--- config.mk ---
export PLATFORM = sky130hd
export DESIGN_NAME = vga_write_arbiter
export DESIGN_NICKNAME = d
export VERILOG_FILES = /design/src/rtl/vga_write_arbiter.sv
export SDC_FILE = /design/constraint.sdc
export NUM_CORES = 1
export LEC_CHECK = 0
export CORE_UTILIZATION = 45
export DETAILED_ROUTE_END_ITERATION = 6
export HOLD_SLACK_MARGIN = 0.12
export PLACE_DENSITY = 0.87
export SETUP_SLACK_MARGIN = 0.3
export SLEW_MARGIN = 5
export SYNTH_ARGS = -nofsm -noshare
export SYNTH_HDL_FRONTEND = slang
export SYNTH_SLANG_ARGS = --single-unit
--- constraint.sdc ---
create_clock -name clk -period 3.3 [get_ports clk]
set_input_delay 0.495 -clock clk [delete_from_list [all_inputs] [get_ports clk]]
set_output_delay 0.495 -clock clk [all_outputs]
set_load 0.02 [all_outputs]
--- src/rtl/vga_write_arbiter.sv ---
// ---------------------------------------------------------------------------
// vga_write_arbiter
//
// Shares the single VGA pixel-write port between the drawing engines
// (0 = tower placer, 1 = car animator, 2 = background/erase restorer).
// A requester gets the port for a bounded burst of MAX_BURST pixels and is
// then moved to the back of a round-robin queue. Every ownership change goes
// through one idle bubble cycle. All outputs are registered. A pixel whose
// address is outside the map is dropped and flagged.
//
// Ports
//   clk        : system clock
//   reset      : asynchronous, active-high reset
//   req        : per-requester request level, held while it has pixels
//   wr         : per-requester pixel strobe, only honoured while granted
//   colour_in  : packed colours, requester i at [9i+8:9i]
//   coord_in   : packed linear addresses, requester i at [15i+14:15i]
//   gnt        : registered one-hot grant
//   vga_colour : registered pixel colour to the VGA adapter
//   vga_coord  : registered pixel address to the VGA adapter
//   vga_wren   : registered write enable, one pulse per written pixel
//   busy       : high while a requester owns the port
//   oob_err    : sticky flag, an out-of-range pixel was dropped
// ---------------------------------------------------------------------------
module vga_write_arbiter #(
  parameter int NREQ      = 3,
  parameter int MAX_BURST = 64,
  parameter int NPIX      = 19200
) (
  input  logic                 clk,
  input  logic                 reset,
  input  logic [NREQ-1:0]      req,
  input  logic [NREQ-1:0]      wr,
  input  logic [9*NREQ-1:0]    colour_in,
  input  logic [15*NREQ-1:0]   coord_in,
  output logic [NREQ-1:0]      gnt,
  output logic [8:0]           vga_colour,
  output logic [14:0]          vga_coord,
  output logic                 vga_wren,
  output logic                 busy,
  output logic                 oob_err
);

  localparam int IDXW = (NREQ > 1) ? $clog2(NREQ) : 1;
  // burst_cnt value seen while the final pixel of a burst is being accepted
  localparam logic [7:0]  LAST_CNT = 8'(MAX_BURST - 1);
  localparam logic [15:0] NPIX_W   = 16'(NPIX);

  typedef enum logic {IDLE, OWN} state_t;

  state_t          state;
  logic [IDXW-1:0] ptr;
  logic [IDXW-1:0] owner;
  logic [IDXW-1:0] next_owner;
  logic [IDXW-1:0] cidx;
  logic            any_req;
  logic [7:0]      burst_cnt;
  logic            own_req;
  logic            own_wr;
  logic [8:0]      own_colour;
  logic [14:0]     own_coord;
  logic            in_range;

  // Round-robin pick: scan ptr+1, ptr+2, ... (mod NREQ). The scan runs from
  // the farthest candidate to the nearest, so the nearest requesting one is
  // the last assignment and therefore wins.
  always_comb begin
    next_owner = '0;
    cidx       = '0;
    any_req    = |req;
    for (int i = NREQ; i >= 1; i--) begin
      cidx = IDXW'((int'(ptr) + i) % NREQ);
      if (req[cidx]) begin
        next_owner = cidx;
      end
    end
  end

  // Select the current owner's request, strobe and pixel data.
  always_comb begin
    own_req    = 1'b0;
    own_wr     = 1'b0;
    own_colour = '0;
    own_coord  = '0;
    for (int i = 0; i < NREQ; i++) begin
      if (owner == IDXW'(i)) begin
        own_req    = req[i];
        own_wr     = wr[i];
        own_colour = colour_in[9*i +: 9];
        own_coord  = coord_in[15*i +: 15];
      end
    end
  end

  assign in_range = ({1'b0, own_coord} < NPIX_W);

  // Arbitration FSM with registered outputs. Releasing always lands in IDLE
  // with gnt cleared, which is what produces the single bubble cycle and
  // keeps gnt from ever switching directly between two requesters.
  always_ff @(posedge clk or posedge reset) begin
    if (reset) begin
      state      <= IDLE;
      gnt        <= '0;
      vga_wren   <= 1'b0;
      vga_colour <= '0;
      vga_coord  <= '0;
      busy       <= 1'b0;
      oob_err    <= 1'b0;
      ptr        <= IDXW'(NREQ - 1);
      owner      <= '0;
      burst_cnt  <= '0;
    end else begin
      vga_wren <= 1'b0;
      case (state)
        IDLE: begin
          if (any_req) begin
            owner     <= next_owner;
            gnt       <= NREQ'(1) << next_owner;
            burst_cnt <= '0;
            busy      <= 1'b1;
            state     <= OWN;
          end
        end
        OWN: begin
          if (!own_req) begin
            // Owner is done; a strobe in this same cycle is ignored.
            gnt   <= '0;
            busy  <= 1'b0;
            ptr   <= owner;
            state <= IDLE;
          end else if (own_wr) begin
            if (in_range) begin
              vga_wren   <= 1'b1;
              vga_colour <= own_colour;
              vga_coord  <= own_coord;
            end else begin
              oob_err <= 1'b1;
            end
            // Dropped pixels still use up the burst allowance.
            if (burst_cnt != 8'hFF) begin
              burst_cnt <= burst_cnt + 8'd1;
            end
            if (burst_cnt >= LAST_CNT) begin
              gnt   <= '0;
              busy  <= 1'b0;
              ptr   <= owner;
              state <= IDLE;
            end
          end
        end
        default: begin
          gnt   <= '0;
          busy  <= 1'b0;
          state <= IDLE;
        end
      endcase
    end
  end

endmodule

==> flow_summary.json, run 1 <==
{
  "synth_compound_gate_area_share_pct": 16.4,
  "synthesis.area_um2": 2650,
  "start_kind": "flop",
  "ys_warn_count": 0,
  "synth_seq_cells": 43,
  "routed_wl_um": 6330,
  "synth_area_leaders": "dfrtp_1 (40%), mux2i_1 (11%), mux2_4 (9.6%)",
  "fill_cells": 462,
  "cts.root.buffer_cell": "clkbuf_8",
  "p_leak_nw": 1.56,
  "grt_util_all_layers_pct": 20.7,
  "synth_enable_flop_cells": 0,
  "chipWidth_um": 78.8,
  "hold_viol": 0,
  "ant_nets": 0,
  "grt_max_degree": 54,
  "dr.pass1.iters": 4,
  "worst_pin_slew_ns": 0.856,
  "worst_hold_path_type": "reg2reg",
  "drc": 0,
  "met2_usage_pct": 36.9,
  "insertion_delay_ns": 0.30,
  "synth_top_family_by_area": "multiplexers",
  "path_max_fanout": 23,
  "placementRows": 27,
  "syn_inst": 252,
  "p_switching_w": 0.00115,
  "cts.sinks": 43,
  "die_area_um2": 6210,
  "setup_tns_ns": 0,
  "nets": 440,
  "max_freq_mhz": 396,
  "drive_gt1_share_pct": 12.9,
  "slew_headroom_pct": 42.4,
  "synth_fp_nets": 336,
  "initial_core_util_pct": 47.3,
  "pwr-share-comb_pct": 58.5,
  "hpwlAfterDp_um": 4880,
  "p_per_area_nw_per_um2": 757,
  "synth_top_cell_by_area": "dfrtp_1",
  "n_antenna_cell": 0,
  "port_buffers": 109,
  "final_util_pct": 68.5,
  "grt_busiest_layer": "met2",
  "grtUsageMet3_pct": 5.06,
  "cp.required_ns": 3.49,
  "synth_top_area_share_pct": 39.6,
  "cts.clk_slew.worst_paths_ns": 0.08,
  "hold_buffers": 0,
  "slew_violations": 0,
  "p_clk_share_pct": 11.1,
  "first_iter_violations": 92,
  "via_count": 2300,
  "grt-ovfl-total": 0,
  "avgRoutedWirePerCell_um": 14.8,
  "viasPerCell": 5.36,
  "synthMuxAreaShare_pct": 22.7,
  "cts_max_level": 2,
  "tritoncts": "done",
  "synth-simple-area-share_pct": 11.2,
  "power_frac_seq_pct": 30.4,
  "grt_first_pass_wirelength_um": 10100,
  "status": "finished, final reports clean",
  "finClkSkew_ns": 0.00579,
  "coreArea_um2": 5610,
  "antenna_found_initial": 0,
  "cts_inserted_buffers": 5,
  "arrival_ns": 2.71,
  "synth_xor_area_share_pct": 1.32,
  "path_class": "reg2reg",
  "endpoint_kind": "flop",
  "cpPeakStageDelay_ns": 0.57,
  "finalSetupViolations": 0,
  "critical_path.slowest_cell": "dfrtp_2",
  "swShare_pct": 39.4,
  "synth_fa_ha_area_share_pct": 1.89,
  "ys_seq_area_share_pct": 40.6,
  "post_cts_resized": 0,
  "clk_path_buf_depth": 2,
  "fin_crit_sh_pct": 76.4,
  "path_cells": "nor2b_1 > o2bb2ai_2 > nand3_2 > a211oi_4 > buf_4 > mux2_2",
  "final_common_cell": "clkdlybuf4s50_1",
  "rsz0062_at_grt": "no",
  "mostFrequentLayoutCells": "clkdlybuf4s50_1 (109), dfrtp_1 (41), nand2_1 (30), mux2i_1 (29), o22ai_1 (20)",
  "gp_congestion": 0.890,
  "async_reset_ff_share_pct": 100,
  "die_h_um": 78.8,
  "drv_cap": 0,
  "grt_pass1_vias": 2266,
  "syn_area_per_cell_um2": 10.5,
  "ys_types": 43,
  "ir_drop_mv": 0.394,
  "postCtsSetupBuffers": 0,
  "syn_to_final_growth_pct": 44.7,
  "synth-main-ff-cell": "dfrtp_1",
  "p_int_w": 0.00176,
  "ios": 110,
  "min_period_ns": 2.52,
  "use_met1_pct": 24.2
}
-- cells by family after synthesis --
kind of cell | after synthesis
simple gates | 63
mux | 51
buf+inv | 28
compound gates | 59
flops | 43
fa+ha+maj | 4
xor+xnor | 4
-- cells in the mapped netlist (all sizes together), types with 5 or more instances --
library cell and count:
a21o 5, a21oi 5, a31o 5, buf 11
clkbuf 5, dfrtp 42, inv 12, mux2 22
mux2i 29, nand2 30, nand3 6, nor2 10
o21ai 6, o22ai 20
-- critical path, delay by kind of cell (launching register included) --
kind,cells,cell delay [ns]
and+or+nand+nor,2,0.65
DFF,1,0.57
AOI/OAI and AO/OA,2,0.41
buffers and inverters,1,0.38
muxes,1,0.38
-- flip-flops by register name (all words and copies together), names as in the netlist --
name / cells
ptr: 2
owner: 2
state: 1
gnt: 3
vga_colour: 9
vga_wren: 1
oob_err: 1
burst_cnt: 8
vga_coord: 15
busy: 1
-- power by group through the flow --
stage               clock, W  sequential [W]  combinational (W)
finish              0.000323        0.000884            0.00170
global route        0.000353        0.000909            0.00182
CTS                 0.000330        0.000884            0.00171
detailed placement         0        0.000889            0.00171
global placement           0        0.000887            0.00167
floorplan                  0         0.00105           0.000983
-- routing by layer --
metal / vias up / part of all wire [%] / routed length, um
met3: 8 / 6.3 / 399
met4: 0 / 1.3 / 82
met5: - / 0 / 0
met2: 80 / 52 / 3280
li1: 1121 / - / -
met1: 1091 / 41 / 2570
-- layout make-up --
class / instances / area, um^2 / area share (%)
Sequential cell: 43 / 1080 / 28.1
Inverter: 12 / 45.0 / 1.17
Tap cell: 72 / 90.1 / 2.35
Multi-Input combinational cell: 181 / 1420 / 37.0
Clock buffer: 6 / 72.6 / 1.89
Timing Repair Buffer: 113 / 1120 / 29.2
Clock inverter: 2 / 12.5 / 0.326
-- worst paths after layout --
kind / startpoint / endpoint / slack [ns] / cells past startpoint
max reg2reg: owner[1] / vga_coord[8] / 0.78 / 6
max in group asynchronous: reset / ptr[1] / 2.02 / 3
max: owner[1] / vga_coord[8] / 0.78 / 6
min reg2reg: oob_err / oob_err / 0.49 / 1
min in group asynchronous: reset / vga_colour[8] / 0.55 / 2
min: oob_err / oob_err / 0.49 / 1
-- through the flow --
stage / std cells / worst slack, ns / total power (W) / hold slack [ns] / area (um^2)
after global placement: 421 / 0.630 / 0.00255 / 0.457 / 3750
after global routing: 429 / 0.625 / 0.00308 / 0.501 / 3840
after detailed placement: 421 / 0.596 / 0.00260 / 0.465 / 3750
after floorplan: 252 / 1.23 / 0.00203 / 0.491 / 2650
final: 429 / 0.778 / 0.00291 / 0.490 / 3840
after CTS: 429 / 0.761 / 0.00293 / 0.482 / 3840
Note: power is estimated with default switching activity, not from simulation.
==> run 2: changes to the inputs <==
--- a/config.mk
+++ b/config.mk
@@ -5,10 +5,10 @@
 export SDC_FILE = /design/constraint.sdc
 export NUM_CORES = 1
 export LEC_CHECK = 0
-export CORE_UTILIZATION = 45
+export CORE_UTILIZATION = 43
 export DETAILED_ROUTE_END_ITERATION = 6
 export HOLD_SLACK_MARGIN = 0.12
-export PLACE_DENSITY = 0.87
+export PLACE_DENSITY = 0.83
 export SETUP_SLACK_MARGIN = 0.3
 export SLEW_MARGIN = 5
 export SYNTH_ARGS = -nofsm -noshare
==> constraint.sdc (replaced) <==
create_clock -name clk -period 2.45 [get_ports clk]
set_input_delay 0.3675 -clock clk [delete_from_list [all_inputs] [get_ports clk]]
set_output_delay 0.3675 -clock clk [all_outputs]
set_load 0.02 [all_outputs]
==> run 2 against run 1 <==
Effect of this change: core utilization rose by 1.9 points; cell area grew 8.6%; first-iteration DRC count up 6.5%; combinational power is 56% higher; largest cell class unchanged; highest routed layer unchanged; clock skew increased by 0.0026 ns; count of clock-buffer cells in the layout unchanged; die area is 4.5% higher.
==> flow_summary.json, run 2 (synthesized netlist as in run 1, its figures left out) <==
{
  "status": "finished, final reports clean",
  "largest_reg_flops": 15,
  "rsz0062_at_grt": "yes",
  "drc": 0,
  "min_period_ns": 2.22,
  "endpoint_kind": "flop",
  "slew_headroom_pct": 56.9,
  "start_kind": "flop",
  "grt_first_pass_wirelength_um": 11200,
  "setup_tns_ns": 0,
  "cts.sinks": 43,
  "seq_area_um2": 1080,
  "worst_pin_slew_ns": 0.646,
  "worst_hold_path_type": "in2async",
  "dr.pass1.iters": 4,
  "max_freq_mhz": 450,
  "path_delay_family": "compound AO/OA/AOI/OAI gates",
  "hold_ws_ns": 0.487,
  "hpwlAfterDp_um": 5330,
  "coreArea_um2": 5920,
  "fill_cells": 463,
  "drv_cap": 0,
  "largestRegisters": "vga_coord x15, vga_colour x9, burst_cnt x8",
  "placementRows": 28,
  "grt-ovfl-total": 0,
  "n_antenna_cell": 0,
  "initial_core_util_pct": 44.8,
  "cts_inserted_buffers": 5,
  "cts.root.buffer_cell": "clkbuf_8",
  "clk_path_buf_depth": 2,
  "mostFrequentLayoutCells": "clkdlybuf4s50_1 (109), dfrtp_1 (41), nand2_1 (30), mux2i_1 (26), mux2_4 (20)",
  "p_leak_nw": 1.73,
  "slew_violations": 0,
  "p_per_area_nw_per_um2": 1060,
  "finClkSkew_ns": 0.00844,
  "grt_max_degree": 32,
  "viasPerCell": 5.33,
  "insertion_delay_ns": 0.29,
  "ant_nets": 0,
  "drive_gt1_share_pct": 20.2,
  "first_iter_violations": 98,
  "grt_pass1_vias": 2475,
  "routed_wl_um": 7350,
  "largest_register": "vga_coord",
  "ir_drop_mv": 0.600,
  "path_max_fanout": 7,
  "die_area_um2": 6490,
  "path_class": "reg2reg",
  "ios": 110,
  "antenna_found_initial": 0,
  "cpPeakStageDelay_ns": 0.48,
  "path_cells": "buf_6 > mux2i_4 > o22ai_2 > a21o_1 > a211oi_4 > buf_6 > buf_12 > mux2_4",
  "crit_top_cell": "buf_6",
  "hold_viol": 0,
  "port_buffers": 109,
  "multi_input_area_um2": 1480,
  "critical_path.slowest_cell": "dfrtp_2",
  "cts.clk_slew.worst_paths_ns": 0.08,
  "cts_max_level": 2,
  "avgRoutedWirePerCell_um": 16.3,
  "crit_buf_inv": 3,
  "fin_crit_sh_pct": 90.7,
  "cp.required_ns": 2.63,
  "syn_to_final_growth_pct": 57.1,
  "die_h_um": 80.5,
  "via_count": 2403,
  "final_util_pct": 70.4,
  "arrival_ns": 2.40,
  "nets": 459,
  "final_common_cell": "clkdlybuf4s50_1",
  "tritoncts": "done",
  "grt_util_all_layers_pct": 22.8,
  "chipWidth_um": 80.5,
  "finalSetupViolations": 0,
  "gp_congestion": 0.830
}
[run 2: final timing paths]
kind                                 end  depth (start not counted)      from  slack [ns]
max reg2reg                vga_colour[2]                          8  owner[1]        0.23
min in group clk                 oob_err                          1   oob_err        0.50
max                        vga_colour[2]                          8  owner[1]        0.23
max in group asynchronous  vga_colour[1]                          3     reset        1.32
min                        vga_colour[2]                          2     reset        0.49
min reg2reg                      oob_err                          1   oob_err        0.50
[run 2: what timing repair did]
item,4_1_cts,5_1_grt
setup buffers,4,3
pin swaps,3,3
hold endpoints to repair,0,0
endpoints found under the setup margin,23,22
resized for setup,15,4
hold buffers,0,0
gates cloned,2,1
[run 2: report_power, final]
group,total [W],leakage [nW],internal [W],switching [W]
registers,0.00119,0.537,0.000988,0.000205
logic,0.00266,1.13,0.00142,0.00123
clock network,0.000566,0.0612,0.000330,0.000236
[run 2: final cells by class]
class	instances	share of cell area (%)
Multi-Input combinational cell	181	35.6
Timing Repair Buffer	132	32.4
Sequential cell	43	25.9
Tap cell	75	2.25
Clock buffer	6	1.98
Inverter	12	1.08
Clock inverter	2	0.841
[run 2: layer usage]
layer  global-route usage, %  vias to the layer above  routed length [um]
li1                        -                     1160                   -
met1                    25.1                     1168                2900
met2                    42.8                       64                3970
met3                    3.75                       11                 355
met4                    9.29                        0                 121
met5                       0                        -                   0
[run 2: through the flow]
stage / setup slack, ns / power [W] / cell area, um^2 / cells
detailed placement: 0.0239 / 0.00361 / 3840 / 433
global route: 0.167 / 0.00466 / 4170 / 451
floorplan: 0.384 / 0.00273 / 2650 / 252
finish: 0.227 / 0.00442 / 4170 / 451
global placement: 0.117 / 0.00351 / 3840 / 433
CTS: 0.254 / 0.00437 / 4100 / 447
[run 2: worst register-to-register path: cells and delay by family, from the launching register on]
kind                   cells  cell delay (ns)
buffers and inverters      3             0.48
flip-flops                 1             0.48
AO/OA/AOI/OAI              3             0.62
multiplexers               2             0.53
==> run 3: changes to the inputs <==
--- a/config.mk
+++ b/config.mk
@@ -5,6 +5,7 @@
 export SDC_FILE = /design/constraint.sdc
 export NUM_CORES = 1
 export LEC_CHECK = 0
+export CORE_ASPECT_RATIO = 1.1
 export CORE_UTILIZATION = 43
 export DETAILED_ROUTE_END_ITERATION = 6
 export HOLD_SLACK_MARGIN = 0.12
==> run 3 against run 2 <==
Effect of this change: sequential share of layout area decreased by 0.20 points; routed wire length up 5.0%; cell area increased by 0.78%; worst setup slack gained 0.051 ns; total power increased by 1.0%; core utilization increased by 1.5 points; die area hardly changed; combinational power up 3%; global-route usage rose by 0.20 points; count of clock-buffer cells in the layout rose by 1; clock power decreased by 3.9%; largest cell class unchanged.
==> flow_summary.json, run 3 (synthesized netlist as in run 1, its figures left out) <==
{
  "final_common_cell": "clkdlybuf4s50_1",
  "n_antenna_cell": 0,
  "rr_worst_depth": 8,
  "die_area_um2": 6490,
  "r2r_slack_ns": 0.28,
  "largest_register": "vga_coord",
  "via_count": 2459,
  "slew_headroom_pct": 44.6,
  "path_max_fanout": 7,
  "start_kind": "flop",
  "hold_viol": 0,
  "cts.root.buffer_cell": "clkbuf_8",
  "dp.cells": 434,
  "status": "finished, final reports clean",
  "max_freq_mhz": 460,
  "p_leak_nw": 1.73,
  "viasPerCell": 5.39,
  "tritoncts": "done",
  "grt_util_all_layers_pct": 23.0,
  "grt_max_degree": 32,
  "path_class": "reg2reg",
  "hold_buffers": 0,
  "finClkSkew_ns": 0.00853,
  "insertion_delay_ns": 0.29,
  "cts_inserted_buffers": 5,
  "grt-ovfl-total": 0,
  "fin_crit_sh_pct": 88.6,
  "cts.clk_slew.worst_paths_ns": 0.08,
  "fill_cells": 407,
  "largest_reg_flops": 15,
  "ios": 110,
  "syn_to_final_growth_pct": 58.3,
  "port_buffers": 109,
  "rsz0062_at_grt": "yes",
  "endpoint_kind": "flop",
  "coreArea_um2": 5840,
  "routed_wl_um": 7710,
  "worst_hold_path_type": "in2async",
  "finalSetupViolations": 0,
  "drv_cap": 0,
  "reg2reg_to": "vga_colour[4]",
  "cp.required_ns": 2.63,
  "hpwlAfterDp_um": 5430,
  "slew_violations": 0,
  "chipWidth_um": 76.9,
  "mostFrequentLayoutCells": "clkdlybuf4s50_1 (109), dfrtp_1 (41), nand2_1 (30), mux2i_1 (27), o22ai_1 (19)",
  "worst_pin_slew_ns": 0.825,
  "dr.pass1.iters": 4,
  "avgRoutedWirePerCell_um": 16.9,
  "gp_congestion": 0.859,
  "die_h_um": 84.4,
  "nets": 462,
  "stdcell_count": 456,
  "cts.sinks": 43,
  "clk_path_buf_depth": 2,
  "setup_tns_ns": 0,
  "ir_drop_mv": 0.658,
  "grt_pass1_vias": 2495,
  "grt_first_pass_wirelength_um": 11800,
  "drive_gt1_share_pct": 20.1,
  "first_iter_violations": 92,
  "min_period_ns": 2.17,
  "initial_core_util_pct": 45.4,
  "r2r_start": "owner[1]",
  "antenna_found_initial": 0,
  "placementRows": 29,
  "cts_max_level": 2,
  "arrival_ns": 2.35,
  "largestRegisters": "vga_coord x15, vga_colour x9, burst_cnt x8",
  "p_per_area_nw_per_um2": 1060,
  "drc": 0,
  "ant_nets": 0
}
## run 3: cell count changes in the layout (fill, tap and decap cells not counted), sizes merged
cell    previous run  this run
clkbuf             7         9
inv               12        11
buf               22        24
## run 3: final cells by class
| type | count | area, um^2 | area share [%] |
|---|---|---|---|
| Sequential cell | 43 | 1080 | 25.7 |
| Clock buffer | 7 | 76.3 | 1.82 |
| Timing Repair Buffer | 135 | 1390 | 33.1 |
| Inverter | 12 | 45.0 | 1.07 |
| Tap cell | 77 | 96.3 | 2.29 |
| Clock inverter | 1 | 30.0 | 0.715 |
| Multi-Input combinational cell | 181 | 1480 | 35.3 |
## run 3: worst max-delay path: stages, from the launching register on
cell,delay (ns)
dfrtp_2,0.44
buf_12,0.16
mux2i_1,0.23
o22ai_1,0.15
a21o_1,0.23
a211oi_4,0.23
buf_6,0.17
clkbuf_16,0.16
mux2_4,0.29
## run 3: worst max path at each step
stage / from / to / cells past startpoint
after global routing: owner[1] / vga_colour[4] / 8
after global placement: req[0] / vga_coord[9] / 7
after floorplan: owner[1] / vga_colour[6] / 8
after detailed placement: req[0] / vga_coord[9] / 7
final: owner[1] / vga_colour[4] / 8
after CTS: owner[1] / vga_coord[9] / 8
## run 3: routing by layer
layer	share of wire (%)	vias up	wire length, um	track usage, %
li1	-	1170	-	-
met3	5.9	14	454	4.67
met4	1.8	0	140	8.57
met1	42	1181	3210	26.2
met2	51	94	3910	42.0
met5	0	-	0	0
## run 3: repair_timing
item | in CTS | in global routing
cloned | 1 | 2
pin swaps | 1 | 5
endpoints found under the setup margin | 22 | 22
gates resized for setup | 9 | 7
buffers inserted | 3 | 8
## run 3: report_power, final
part           switching, W  internal, W
combinational       0.00128      0.00146
sequential         0.000191     0.000987
clock              0.000238     0.000305
total               0.00171      0.00275
## run 3: metrics by stage
step	hold WS, ns	worst slack [ns]	total power, W	instance area, um^2	utilization (%)
3_5_place_dp	0.469	-0.00985	0.00362	3860	66.0
4_1_cts	0.452	0.312	0.00427	4060	69.4
6_report	0.444	0.278	0.00446	4200	71.9
2_1_floorplan	0.491	0.384	0.00273	2650	-
5_1_grt	0.479	0.215	0.00472	4200	71.9
3_3_place_gp	0.466	0.0565	0.00355	3860	66.0
